--- src/rtl/alu_pkg.sv ---
// Shared ALU definitions: sequential multiplier state encoding and step-count helper.
package alu_pkg;

    typedef enum logic [1:0] {
        IDLE = 2'd0,
        CALC = 2'd1,
        FIX  = 2'd2,
        DONE = 2'd3
    } mul_state_t;

    // Number of CALC cycles needed to retire all multiplier bits.
    function automatic int unsigned mul_steps(input int unsigned width, input int unsigned bpc);
        return (width + 1) / bpc;
    endfunction

endpackage

--- src/rtl/mul_pp_step.sv ---
// Combinational BPC-bit partial-product generator in shift-add form.
module mul_pp_step #(
    parameter int unsigned WIDTH = 7,
    parameter int unsigned BPC   = 2,
    parameter int unsigned SW    = 2
) (
    input  logic [WIDTH:0]             mcand,
    input  logic [BPC-1:0]             bits,
    input  logic [SW-1:0]              shift,
    output logic [2*(WIDTH+1)-1:0]     addend_c
);

    localparam int unsigned PW = 2 * (WIDTH + 1);

    logic [PW-1:0] sum;

    // Sum of shifted multiplicand copies, then placed at the current digit position.
    always_comb begin
        sum = '0;
        for (int i = 0; i < BPC; i++) begin
            if (bits[i]) begin
                sum = sum + (PW'(mcand) << i);
            end
        end
        addend_c = sum << (32'(shift) * BPC);
    end

endmodule

--- src/rtl/seq_multiplier.sv ---
// Iterative signed/unsigned multiplier with valid/ready handshake, BPC bits per cycle.
module seq_multiplier
    import alu_pkg::*;
#(
    parameter int unsigned WIDTH = 7,
    parameter int unsigned BPC   = 2
) (
    input  logic                       clk,
    input  logic                       rst_n,
    input  logic                       flush,
    input  logic                       in_valid,
    output logic                       in_ready,
    input  logic                       is_signed,
    input  logic [WIDTH:0]             a,
    input  logic [WIDTH:0]             b,
    output logic                       out_valid,
    input  logic                       out_ready,
    output logic [2*(WIDTH+1)-1:0]     product,
    output logic [WIDTH:0]             out,
    output logic                       ovf
);

    localparam int unsigned W1 = WIDTH + 1;
    localparam int unsigned PW = 2 * W1;
    localparam int unsigned N  = mul_steps(WIDTH, BPC);
    localparam int unsigned CW = (N > 1) ? $clog2(N) : 1;

    if (!((BPC == 1) || (BPC == 2) || (BPC == 4)) || ((W1 % BPC) != 0)) begin : g_bad_cfg
        $error("seq_multiplier: BPC must be 1, 2 or 4 and divide WIDTH+1");
    end

    mul_state_t     state;
    mul_state_t     next_state;
    logic [WIDTH:0] mcand;
    logic [WIDTH:0] mplier;
    logic [PW-1:0]  acc;
    logic [PW-1:0]  addend;
    logic [CW-1:0]  cnt;
    logic           neg;
    logic           sgn;
    logic           accept;
    logic           last_step;
    logic [WIDTH:0] a_mag;
    logic [WIDTH:0] b_mag;
    logic [PW-1:0]  fix_product;
    logic           fix_ovf;

    // Ready is held low while in reset and during a flush cycle.
    assign in_ready  = rst_n & ~flush & ((state == IDLE) | ((state == DONE) & out_ready));
    assign accept    = in_valid & in_ready;
    assign last_step = (cnt == CW'(N - 1));
    assign out_valid = (state == DONE);
    assign out       = product[WIDTH:0];

    assign a_mag = (is_signed & a[WIDTH]) ? (~a + W1'(1)) : a;
    assign b_mag = (is_signed & b[WIDTH]) ? (~b + W1'(1)) : b;

    assign fix_product = neg ? (~acc + PW'(1)) : acc;
    assign fix_ovf     = sgn ? (fix_product[PW-1:W1] != {W1{fix_product[WIDTH]}})
                             : (fix_product[PW-1:W1] != '0);

    mul_pp_step #(
        .WIDTH (WIDTH),
        .BPC   (BPC),
        .SW    (CW)
    ) u_pp (
        .mcand    (mcand),
        .bits     (mplier[BPC-1:0]),
        .shift    (cnt),
        .addend_c (addend)
    );

    always_ff @(posedge clk or negedge rst_n) begin
        if (!rst_n) begin
            state <= IDLE;
        end else begin
            state <= next_state;
        end
    end

    // Flush wins over everything; DONE either chains a new op or drains to IDLE.
    always_comb begin
        next_state = state;
        if (flush) begin
            next_state = IDLE;
        end else begin
            case (state)
                IDLE:    if (accept) next_state = CALC;
                CALC:    if (last_step) next_state = FIX;
                FIX:     next_state = DONE;
                DONE: begin
                    if (accept) begin
                        next_state = CALC;
                    end else if (out_ready) begin
                        next_state = IDLE;
                    end
                end
                default: next_state = IDLE;
            endcase
        end
    end

    always_ff @(posedge clk or negedge rst_n) begin
        if (!rst_n) begin
            mcand   <= '0;
            mplier  <= '0;
            acc     <= '0;
            cnt     <= '0;
            neg     <= 1'b0;
            sgn     <= 1'b0;
            product <= '0;
            ovf     <= 1'b0;
        end else begin
            if (accept) begin
                mcand  <= a_mag;
                mplier <= b_mag;
                neg    <= is_signed & (a[WIDTH] ^ b[WIDTH]);
                sgn    <= is_signed;
                acc    <= '0;
                cnt    <= '0;
            end else if (state == CALC) begin
                acc    <= acc + addend;
                mplier <= mplier >> BPC;
                cnt    <= cnt + CW'(1);
            end
            // Visible result only moves when FIX completes un-flushed.
            if ((state == FIX) && !flush) begin
                product <= fix_product;
                ovf     <= fix_ovf;
            end
        end
    end

endmodule

--- config.mk ---
export PLATFORM = sky130hd
export DESIGN_NAME = seq_multiplier
export DESIGN_NICKNAME = d
export VERILOG_FILES = /design/src/rtl/alu_pkg.sv /design/src/rtl/mul_pp_step.sv /design/src/rtl/seq_multiplier.sv
export SDC_FILE = /design/constraint.sdc
export NUM_CORES = 1
export LEC_CHECK = 0
export ABC_AREA = 1
export CAP_MARGIN = 20
export CORE_MARGIN = 4
export CORE_UTILIZATION = 55
export DETAILED_ROUTE_END_ITERATION = 10
export PLACE_DENSITY = 0.78
export SLEW_MARGIN = 20
export SYNTH_ARGS = -nofsm -noshare
export SYNTH_HDL_FRONTEND = slang
export SYNTH_HIERARCHICAL = 1
export SYNTH_SLANG_ARGS = --single-unit
--- constraint.sdc ---
create_clock -name clk -period 3.2 [get_ports clk]
set_input_delay 0.64 -clock clk [delete_from_list [all_inputs] [get_ports clk]]
set_output_delay 0.64 -clock clk [all_outputs]
set_load 0.01 [all_outputs]
Word-level counts from Yosys, hierarchy flattened
Index checks and enable logic that the tools add are counted.

operators by class
  reduce and logical (&&, ||, !) cells = 6
  bitwise operators = 13
  add/subtract/negate cells = 6
  shift-type cells = 1
  eq/ne operators = 8
  muxes and demuxes = 18

operator list
  kind                     number
  $mux W16                 4
  $mux W8                  5
  $add A16 B1 Y16 const B  1
  $add A16 B16 Y16         1
  $add A16 B9 Y16          1
  $add A8 B1 Y8 const B    2
  $not A16 Y16             1
  $not A8 Y8               2
  $shl A16 B3 Y16          1
  $mux W2                  7
  $ne A8 B8 Y1             1
  $pmux W2 S4              1
  $reduce_bool A8 Y1       1
  $and A1 B1 Y1            7
  $eq A2 B2 Y1 const B     3
  $ne A3 B3 Y1 const B     2
  $ne A4 B2 Y1 const B     1
  $reduce_and A3 Y1        1
  $add A2 B1 Y2 const B    1
  $eq A2 B1 Y1 const B     1
  $logic_not A2 Y1         1
  $reduce_bool A2 Y1       1
  $logic_and A1 B1 Y1      1
  $logic_not A1 Y1         1
  4 further kinds          4

storage, ports and cells
  register bits = 55
  output and inout port bits = 27
  input port bits = 22
  logic and storage cells = 61

Depth between registers and ports, before layout
  depth after elaboration = 8
  mapped depth = 25
  gate-level depth less buffers = 24

Cells and area by module
Netlist, hierarchy kept.

modules (own cells, without submodules)
  module          cells each  times used  area an instance (µm²)  seq. area each (µm²)
  seq_multiplier  504         1           3804.9                  1376.3
  mul_pp_step     161         1           832.0                   0.0

Worst setup path before layout
No wires, ideal clock.

  kind = reg2reg
  start point = register mplier[0]
  end point = register acc[14]
  period minus slack after synthesis = 2.886 ns
  data required time = 3.073 ns
  slack = 0.314 ns
  cell stages (with the launch flop) = 24
  library setup time = 0.127 ns
  arrival = 2.759 ns
  path buffers = 1
  cells stage by stage = dfrtp_1 -> buf_4 -> nand2_2 -> inv_2 -> ha_1 -> inv_1 -> fa_1 -> inv_1 -> nand2_1 -> nand2_1 -> nand2_1 -> nand2_1 -> nand3_1 -> nand3_1 -> o21ai_0 -> o21ai_0 -> ha_1 -> a21oi_1 -> a21boi_1 -> inv_1 -> nand3_1 -> nand3_1 -> nand2_1 -> o22ai_1

on the way
  cells in the longest elaborated chain, start to end = 7

RTL lines
  item                      RTL line               source
  start: declaration        seq_multiplier.sv:35   logic [WIDTH:0] mplier;
  start signal: assignment  seq_multiplier.sv:116  mplier <= b_mag;
  start signal: assignment  seq_multiplier.sv:123  mplier <= mplier >> BPC;
  $mux W8 *                 mul_pp_step.sv:21      if (bits[i]) begin
  $add A16 B9 Y16           mul_pp_step.sv:22      sum = sum + (PW'(mcand) << i);
  $mux W16 *                mul_pp_step.sv:21
  $shl A16 B3 Y16 *         mul_pp_step.sv:25      addend_c = sum << (32'(shift) * BPC);
  via addend[5]             seq_multiplier.sv:37   logic [PW-1:0] addend;
  $add A16 B16 Y16 *        seq_multiplier.sv:122  acc <= acc + addend;
  $mux W16 *                seq_multiplier.sv:121  end else if (state == CALC) begin
  $mux W16 *                seq_multiplier.sv:114  if (accept) begin
  end signal: assignment    seq_multiplier.sv:122
  end: declaration          seq_multiplier.sv:36   logic [PW-1:0] acc;

Mark *: on every way through the listed nets, which the timed path passes. The rest lies on a longest branch. The select of a mux whose other input is x is not followed.
A chain may end at the register's enable or synchronous reset.

Worst setup path after layout
  start point = register mplier[0]
  end point = register acc[15]

The elaborated chain is that of the path after synthesis.

==> flow_summary.ini <==
[outcome]
status = finished, final reports clean

[setup_path]
cp-startpoint = mplier[0]
rrSetupSlack_ps = 50
start_kind = flip-flop
max_stage_delay_ps = 420
endpoint = acc[15]
crit_chain = buf_4 -> nand2_1 -> inv_1 -> ha_4 -> nand2_1 -> inv_1 -> a21oi_4 -> nand2_1 -> nand2_1 -> nand3_2 -> nand2_2 -> nand2_1 -> nor2_2 -> ha_4 -> inv_1 -> o21bai_1 -> a21oi_1 -> o21bai_1 -> a21oi_1 -> nand3_1 -> nand3_1 -> o21ai_1
r2r_end = acc[15]
slowest_stage = dfrtp_1
criticalPathCategory = reg -> reg
required_ps = 3420
cp_max_fo = 7
arrival_ps = 3370
cp-end-kind = flip-flop
cpMostUsedCell = nand2_1
critical_path.reg2reg.startpoint = mplier[0]
r2r_cells = 22

[floorplan]
fp.dieArea_mm2 = 0.009964
start_util = 0.5643
core_mm2 = 0.008217
ios = 49
num_rows = 33
chipHeight_um = 99.82
die_w_um = 99.82

[sta]
period_needed_ps = 3153
rsz0062_at_grt = true
worst_slew_pin_slew_ps = 650.9
post-route-period-util = 0.9853
setup_viol = 0
hold_viol = 0
drv_slew = 0
setup_slack_ps = 46.94
worst_clock_skew_ps = 17.80
slew_headroom = 0.5661
max_freq_mhz = 317.2

[power]
peakVddDrop_mv = 0.5075
pwr-share-comb = 0.683
p_sw_mw = 2.798
p_int_mw = 2.847
switching_share = 0.4957
power.leakage_nw = 2.741
power_density_mw_per_mm2 = 989.5
power_frac_clock = 0.091
power_frac_seq = 0.226

[final_layout]
drive_above_1_share = 0.1900
nets = 774
syn_to_final_growth_pct = 23.02
antenna_cells = 0
final_util = 0.6942
nFillCells = 707

[routing]
routedWlPerCell_um = 15.02
routed_wl_um = 12400
drt_pass1_iterations = 4
drc = 0
vias_per_cell = 5.607
first_iter_violations = 224
drtAntennaViolNets = 0
vias = 4631

[clock_network]
ctsHtreeMaxLevel = 2
tritoncts = yes
cts_buffers = 5
cts_sinks = 55
cts.clk_slew.worst_paths_ps = 110
clock_latency_ps = 330
clk_path_buf_depth = 2
root_buffer = clkbuf_8

[placed_design]
place_hpwl_um = 9586
io_buffers = 48
gp_congestion = 0.9890
place_ws_ps = -86.01

[global_route]
antenna_found_initial = 0
grt_pass1_vias = 4335
grt_overflow = 0
grt_pass1_wl_um = 19830
grt_max_degree = 51
grtUsageTotal = 0.2447

[synthesis]
ys.flop_type = dfrtp_1
yosysWarningCount = 6
synth_edf_count = 0
syn_nets = 719
synthesis.area_mm2 = 0.004637
synth-seq-area-share = 0.2968
synthCells = 665
async_flop_share = 1.000
ys_ff_latch = 55
syn-mean-instance-area_um2 = 6.973
synth_cell_type_count = 44

[flow_run]
cap_violations = 0

[min_path]
hold_class = in -> async
## worst min path at each step
stage | slack, ps | start | cells after the start | endpoint
after floorplan | 340 | rst_n | 0 | acc[0]
after global placement | 460 | ovf | 2 | ovf
after detailed placement | 470 | product[9] | 2 | product[9]
after CTS | 170 | rst_n | 1 | product[3]
after global routing | 170 | rst_n | 1 | product[0]
final | 170 | rst_n | 1 | product[0]
## synth_stat cells (7+ instances only)
cell / count / area (um^2)
a21oi_1: 31 / 155.2
buf_4: 12 / 90.09
dfrtp_1: 55 / 1376
ha_1: 30 / 375.4
inv_1: 86 / 322.8
inv_2: 10 / 37.54
nand2_1: 157 / 589.3
nand2_2: 13 / 81.33
nand3_1: 47 / 235.2
nand3_2: 7 / 70.07
nand4_1: 8 / 50.05
nor2_1: 58 / 217.7
nor3_1: 9 / 45.04
o21ai_0: 46 / 230.2
o22ai_1: 11 / 68.82
xnor2_1: 7 / 61.31
xor2_1: 11 / 96.34
## registers in the layout, summed over array words and instances, names as in the netlist
signal   cells
neg          1
acc         16
state        2
mplier       8
product     16
mcand        8
sgn          1
ovf          1
cnt          2
## timing repair
action	4_1_cts	5_1_grt
pin swaps	0	24
hold buffers	0	0
setup buffers	0	3
endpoints found under the setup margin	1	10
cloned	0	0
resized for setup	2	67
## power groups by stage
stage                     clock (mW)  combinational, mW  sequential (mW)
after floorplan                    0               2.38             1.25
after global placement             0               3.35             1.25
after detailed placement           0               3.42             1.27
after CTS                      0.513               3.45             1.25
after global routing           0.532               4.26             1.33
final                          0.511               3.85             1.28
## critical path, delay by kind of cell (launching register included)
| kind | cells | cell delay [ps] |
|---|---|---|
| AO/OA/AOI/OAI | 6 | 760 |
| adder cells (fa/ha/maj) | 2 | 490 |
| buffers and inverters | 4 | 460 |
| flip-flops | 1 | 420 |
| AND/OR/NAND/NOR | 10 | 950 |
## cell families after synthesis
family / count (synthesis) / synth area share
simple gates: 311 / 0.3001
compound gates: 129 / 0.1678
buf+inv: 120 / 0.1117
flops: 55 / 0.2968
fa+ha+maj: 32 / 0.08958
xor+xnor: 18 / 0.03400
## per-stage QoR
step | hold WS (ps) | total power, mW | TNS (ps) | cells | area [um^2]
final | 166.1 | 5.644 | 0 | 826 | 5704
after global routing | 170.1 | 6.120 | -652.2 | 826 | 5704
after CTS | 166.7 | 5.215 | 0 | 823 | 5371
after detailed placement | 472.2 | 4.690 | -86.01 | 815 | 5243
after global placement | 462.4 | 4.597 | -101.7 | 815 | 5243
after floorplan | 344.4 | 3.633 | 0 | 665 | 4637
## cell usage in the layout (no fill, tap or decap), types with 11 or more instances in the layout
master           instances
a21oi_1                 22
buf_4                   23
clkdlybuf4s50_1         47
dfrtp_1                 54
ha_1                    19
inv_1                   82
inv_2                   14
nand2_1                147
nand2_2                 23
nand3_1                 39
nand3_2                 15
nor2_1                  54
o21ai_0                 40
xor2_1                  11
## final cells by class
class | count | area [um^2] | share of cell area
inverters | 97 | 366.6 | 0.06427
multi-input cells | 490 | 3059 | 0.5363
well taps | 105 | 131.4 | 0.02303
clock inverters | 2 | 38.79 | 0.006800
flip-flops and latches | 55 | 1378 | 0.2415
clock buffers | 6 | 82.58 | 0.01448
repair buffers | 71 | 648.1 | 0.1136
## layer usage
| metal | GRT usage | part of all wire | up-vias |
|---|---|---|---|
| met3 | 0.02571 | 0.041 | 25 |
| li1 | - | - | 2293 |
| met4 | 0.06933 | 0.022 | 0 |
| met2 | 0.4392 | 0.50 | 130 |
| met1 | 0.3113 | 0.43 | 2183 |
| met5 | 0 | 0 | - |
No activity file was read; power rests on OpenSTA's default activity.
